===== config.mk =====
export PLATFORM = sky130hd
export DESIGN_NAME = div_ctrl
export DESIGN_NICKNAME = d
export VERILOG_FILES = /design/src/rtl/div_ctrl.sv
export SDC_FILE = /design/constraint.sdc
export NUM_CORES = 1
export LEC_CHECK = 0
export ABC_AREA = 1
export CELL_PAD_IN_SITES_DETAIL_PLACEMENT = 1
export CELL_PAD_IN_SITES_GLOBAL_PLACEMENT = 2
export CORE_ASPECT_RATIO = 1.75
export CORE_MARGIN = 5
export CORE_UTILIZATION = 30
export CTS_CLUSTER_DIAMETER = 80
export DETAILED_ROUTE_END_ITERATION = 10
export GPL_ROUTABILITY_DRIVEN = 0
export PLACE_DENSITY_LB_ADDON = 0.12
export SYNTH_ARGS = -nofsm -noshare
export SYNTH_HDL_FRONTEND = slang
export SYNTH_SLANG_ARGS = --single-unit

===== constraint.sdc =====
create_clock -name clk -period 3.9 [get_ports clk]
set_input_delay 0.78 -clock clk [delete_from_list [all_inputs] [get_ports clk]]
set_output_delay 0.78 -clock clk [all_outputs]
set_load 0.02 [all_outputs]

===== src/rtl/div_ctrl.sv =====
// div_ctrl: sequences one divide/remainder request at a time between the
// EX-stage M-extension issue logic and the iterative divider.
//
// Ports:
//   clk, rst           clock, synchronous active-high reset
//   req_valid/ready    request handshake; req_op (funct3), req_dividend, req_divisor
//   flush              kills the in-flight operation
//   resp_valid/ready   response handshake; resp_data, resp_err (watchdog result)
//   busy               controller not idle
//   div_start          one-cycle start pulse to the divider
//   div_op/dividend/divisor  latched operands, held stable for the divider
//   div_fin            divider done pulse; div_quotient/div_remainder valid with it
module div_ctrl #(
    parameter int TIMEOUT  = 64,
    parameter bit CACHE_EN = 1'b1
) (
    input  logic        clk,
    input  logic        rst,
    input  logic        req_valid,
    output logic        req_ready,
    input  logic [2:0]  req_op,
    input  logic [31:0] req_dividend,
    input  logic [31:0] req_divisor,
    input  logic        flush,
    output logic        resp_valid,
    input  logic        resp_ready,
    output logic [31:0] resp_data,
    output logic        resp_err,
    output logic        busy,
    output logic        div_start,
    output logic [2:0]  div_op,
    output logic [31:0] div_dividend,
    output logic [31:0] div_divisor,
    input  logic        div_fin,
    input  logic [31:0] div_quotient,
    input  logic [31:0] div_remainder
);

    localparam int CW = $clog2(TIMEOUT + 1);

    typedef enum logic [2:0] {
        S_IDLE,
        S_START,
        S_WAIT,
        S_RESP,
        S_DRAIN
    } state_t;

    state_t        state_q, state_d;
    logic [2:0]    op_q, op_d;
    logic [31:0]   dvd_q, dvd_d;
    logic [31:0]   dvs_q, dvs_d;
    logic [CW-1:0] cnt_q, cnt_d;
    logic          orphan_q, orphan_d;
    logic [31:0]   rdata_q, rdata_d;
    logic          rerr_q, rerr_d;
    logic          c_valid_q, c_valid_d;
    logic [31:0]   c_dvd_q, c_dvd_d;
    logic [31:0]   c_dvs_q, c_dvs_d;
    logic          c_uns_q, c_uns_d;
    logic [31:0]   c_quo_q, c_quo_d;
    logic [31:0]   c_rem_q, c_rem_d;

    logic accept;
    logic hit;

    always_ff @(posedge clk) begin
        if (rst) begin
            state_q   <= S_IDLE;
            op_q      <= '0;
            dvd_q     <= '0;
            dvs_q     <= '0;
            cnt_q     <= '0;
            orphan_q  <= 1'b0;
            rdata_q   <= '0;
            rerr_q    <= 1'b0;
            c_valid_q <= 1'b0;
            c_dvd_q   <= '0;
            c_dvs_q   <= '0;
            c_uns_q   <= 1'b0;
            c_quo_q   <= '0;
            c_rem_q   <= '0;
        end else begin
            state_q   <= state_d;
            op_q      <= op_d;
            dvd_q     <= dvd_d;
            dvs_q     <= dvs_d;
            cnt_q     <= cnt_d;
            orphan_q  <= orphan_d;
            rdata_q   <= rdata_d;
            rerr_q    <= rerr_d;
            c_valid_q <= c_valid_d;
            c_dvd_q   <= c_dvd_d;
            c_dvs_q   <= c_dvs_d;
            c_uns_q   <= c_uns_d;
            c_quo_q   <= c_quo_d;
            c_rem_q   <= c_rem_d;
        end
    end

    always_comb begin
        state_d   = state_q;
        op_d      = op_q;
        dvd_d     = dvd_q;
        dvs_d     = dvs_q;
        cnt_d     = cnt_q;
        orphan_d  = orphan_q;
        rdata_d   = rdata_q;
        rerr_d    = rerr_q;
        c_valid_d = c_valid_q;
        c_dvd_d   = c_dvd_q;
        c_dvs_d   = c_dvs_q;
        c_uns_d   = c_uns_q;
        c_quo_d   = c_quo_q;
        c_rem_d   = c_rem_q;
        div_start = 1'b0;
        req_ready = (state_q == S_IDLE) & ~flush;
        accept    = req_valid & req_ready;
        hit       = CACHE_EN & c_valid_q
                  & (req_dividend == c_dvd_q)
                  & (req_divisor == c_dvs_q)
                  & (req_op[0] == c_uns_q);

        // After a watchdog timeout the divider is still busy with the
        // abandoned op; its eventual div_fin is what frees it again.
        if (orphan_q && div_fin) begin
            orphan_d = 1'b0;
        end

        unique case (state_q)
            S_IDLE: begin
                if (accept) begin
                    op_d  = req_op;
                    dvd_d = req_dividend;
                    dvs_d = req_divisor;
                    if (hit) begin
                        rdata_d = req_op[1] ? c_rem_q : c_quo_q;
                        rerr_d  = 1'b0;
                        state_d = S_RESP;
                    end else begin
                        state_d = S_START;
                    end
                end
            end
            S_START: begin
                if (flush) begin
                    state_d = S_IDLE;
                end else if (!orphan_q) begin
                    // Held here without a pulse while an abandoned op drains.
                    div_start = 1'b1;
                    cnt_d     = '0;
                    state_d   = S_WAIT;
                end
            end
            S_WAIT: begin
                cnt_d = cnt_q + 1'b1;
                if (flush) begin
                    state_d = div_fin ? S_IDLE : S_DRAIN;
                end else if (div_fin) begin
                    c_valid_d = 1'b1;
                    c_dvd_d   = dvd_q;
                    c_dvs_d   = dvs_q;
                    c_uns_d   = op_q[0];
                    c_quo_d   = div_quotient;
                    c_rem_d   = div_remainder;
                    rdata_d   = op_q[1] ? div_remainder : div_quotient;
                    rerr_d    = 1'b0;
                    state_d   = S_RESP;
                end else if (cnt_q == CW'(TIMEOUT - 1)) begin
                    c_valid_d = 1'b0;
                    orphan_d  = 1'b1;
                    rdata_d   = '0;
                    rerr_d    = 1'b1;
                    state_d   = S_RESP;
                end
            end
            S_RESP: begin
                if (flush || resp_ready) begin
                    state_d = S_IDLE;
                end
            end
            S_DRAIN: begin
                if (div_fin) begin
                    state_d = S_IDLE;
                end
            end
            default: begin
                state_d = S_IDLE;
            end
        endcase
    end

    assign resp_valid   = (state_q == S_RESP);
    assign resp_data    = rdata_q;
    assign resp_err     = rerr_q;
    assign busy         = (state_q != S_IDLE);
    assign div_op       = op_q;
    assign div_dividend = dvd_q;
    assign div_divisor  = dvs_q;

endmodule

==> impl_metrics.json <==
{
  "dieArea_um2": 40300,
  "post_cts_buffers": 0,
  "syn-cell-area_um2": 10900,
  "cts-root-buf": "clkbuf_16",
  "syn_inst": 1569,
  "routed_via_density": 4.79,
  "grt_pass1_vias": 11100,
  "synthFlopType": "dfxtp_1",
  "drc": 0,
  "worst_ep_arrival_time_ps": 2540,
  "cts_tree": "done",
  "grt_max_degree": 174,
  "critical_path_class": "primary input to output port",
  "clk_pin_slew_ps": 60,
  "cts_resized": 0,
  "syn_to_final_growth_pct": 32.9,
  "ys_warn_count": 0,
  "cpMostUsedCell": "clkdlybuf4s50_1",
  "clk_latency_ps": 540,
  "io_buffers": 240,
  "grt_usage": 0.178,
  "async_reset_ff_frac": 0,
  "die_y_um": 262,
  "firstDrtPassIters": 4,
  "crit_fanout": 6,
  "routed_wl_mm": 37.4,
  "synthTopCellsByCount": "nor2_1 (242), dfxtp_1 (241), nand2_1 (233)",
  "m1WireLength_mm": 14.6,
  "synth_fp_nets": 1707,
  "top_layer_used": "met5",
  "crit_chain": "clkdlybuf4s50_1 -> inv_1 -> nand3_1 -> nor2_1 -> clkdlybuf4s50_1",
  "cts_buffers": 26,
  "core_um2": 35900,
  "avgRoutedWirePerCell_um": 16.7,
  "start_util": 0.303,
  "hpwl_mm": 25.4,
  "clock_sinks": 241,
  "grt_antenna_before_repair": 3,
  "cts_hold_buf": 0,
  "overflow": 0,
  "synth_edf_count": 0,
  "preCtsSetupSlack_ps": 329,
  "hold_violations": 0,
  "synth_top_area_cell": "dfxtp_1",
  "worstMarginPinSlew_ps": 1040,
  "whs_ps": 452,
  "synth.ff_latch_count": 241,
  "finalWorstSetupSlack_ps": 578,
  "grt_first_pass_wirelength_mm": 59.1,
  "yosysUniqueCellTypes": 31,
  "maxSlewViolCount": 0,
  "route.met3.wl_mm": 2.00,
  "slew_headroom": 0.308,
  "netlist.area_leader.share": 0.444,
  "cpPeakStageDelay_ps": 670,
  "row_count": 92,
  "synth_seq_area_share": 0.444,
  "setup_tns_ps": 0,
  "required_ps": 3120,
  "rsz0062_at_grt": "no",
  "crit_path_end_kind": "output port",
  "p_per_area_nw_per_um2": 408,
  "ir_worst_vdd_v": 0.000364,
  "utilization": 0.402,
  "post-route-min-period_ps": 3320,
  "htreeDepth": 1,
  "syn_avg_cell_area_um2": 6.93,
  "drive_gt1_frac": 0.0718,
  "synth_area_leaders": "dfxtp_1 (44%), a21oi_1 (9.5%), o21ai_0 (9.2%), nor2_1 (8.4%), nand2_1 (8.0%)",
  "period_share": 0.852,
  "io_pins": 241,
  "max-clock-path-buffers": 3,
  "hold_class": "flip-flop to flip-flop",
  "setup_viol_count_final": 0,
  "nets": 1893,
  "cp-start-kind": "primary input",
  "cap_violations": 0,
  "synth.most_common_cell": "nor2_1",
  "skew_ps": 20.7,
  "fin_area_um2": 14400,
  "num_vias": 10700,
  "power_leakage_nw": 5.89,
  "dieWidth_um": 154,
  "status": "finished, final reports clean",
  "drt_iter0_drc": 331,
  "worst_path_max_delay_cell": "clkdlybuf4s50_1",
  "ant_nets": 0,
  "place_area_um2": 13600,
  "wl_met2_mm": 20.0,
  "max_freq_ghz": 0.301
}
through the flow:
step / total power, mW / instances
after detailed placement: 3.48 / 2197
after floorplan: 3.04 / 1569
final: 5.89 / 2241
after CTS: 6.02 / 2239
after global routing: 6.16 / 2241
after global placement: 3.47 / 2197
per-layer routing:
layer	vias up	global-route usage
met5	-	0
met4	2	0.0479
met3	43	0.0391
met2	187	0.346
met1	5094	0.194
li1	5408	-
placed cells by master (no fill, tap or decap), types with 2 or more instances in the layout:
| master | netlist | routed |
|---|---|---|
| xor2_1 | 3 | 3 |
| clkbuf_1 | 54 | 5 |
| o21ai_0 | 199 | 199 |
| nand2_1 | 233 | 231 |
| clkinv_2 | 0 | 4 |
| clkdlybuf4s50_1 | 0 | 240 |
| a31oi_1 | 29 | 29 |
| nand3_1 | 50 | 50 |
| diode_2 | 0 | 2 |
| inv_1 | 162 | 161 |
| buf_12 | 0 | 4 |
| or2_2 | 58 | 58 |
| buf_4 | 2 | 16 |
| a22oi_1 | 4 | 4 |
| dfxtp_1 | 241 | 241 |
| nor2_2 | 3 | 2 |
| a21oi_1 | 207 | 206 |
| nor2_1 | 242 | 242 |
| xnor2_1 | 12 | 12 |
| a211oi_1 | 2 | 2 |
| nand4_1 | 6 | 6 |
| clkbuf_8 | 0 | 4 |
| bufinv_16 | 0 | 2 |
| inv_2 | 4 | 3 |
| clkbuf_16 | 0 | 27 |
| nor3_1 | 3 | 3 |
report_power, final:
part	switching, mW	internal [mW]	leakage [nW]
clock	1.03	1.46	0.408
combinational	0.463	0.363	3.53
sequential	0.0440	2.53	1.95
critical path, delay by kind of cell:
family	cells	cell delay (ps)
buffers and inverters	3	1390
AND/OR/NAND/NOR	2	360
flip-flops by register name, summed over array words and instances (netlist names):
signal	cells
c_quo_q	32
c_dvs_q	32
c_valid_q	1
div_divisor	32
c_uns_q	1
cnt_q	7
resp_err	1
orphan_q	1
c_dvd_q	32
c_rem_q	32
div_dividend	32
div_op	3
resp_data	32
state_q	3
worst paths after layout:
check	startpoint	endpoint	slack, ps	cells past startpoint
worst max-delay path	flush	div_start	580	5
worst min-delay path	c_quo_q[29]	c_quo_q[29]	450	2
worst max register to register	state_q[1]	resp_data[4]	1310	13
worst min register to register	c_quo_q[29]	c_quo_q[29]	450	2
final cells by class:
| type | count | area, um2 |
|---|---|---|
| inverters | 166 | 629 |
| repair buffers | 260 | 2600 |
| clock inverters | 6 | 82.6 |
| flip-flops and latches | 241 | 4820 |
| well taps | 470 | 588 |
| diodes | 2 | 5.00 |
| fillers | 4500 | 21500 |
| clock buffers | 36 | 749 |
| multi-input cells | 1060 | 4960 |
cells by family (layout without fill, tap and decap cells):
logic type | count (synthesis) | after routing | synth area share
other cells | 0 | 2 | 0
buf+inv | 268 | 468 | 0.102
compound gates | 445 | 445 | 0.210
simple gates | 599 | 599 | 0.231
flops | 241 | 241 | 0.444
xor+xnor | 15 | 15 | 0.0121
fa+ha+maj | 1 | 1 | 0.00115
Power figures use the tool's default switching activity.
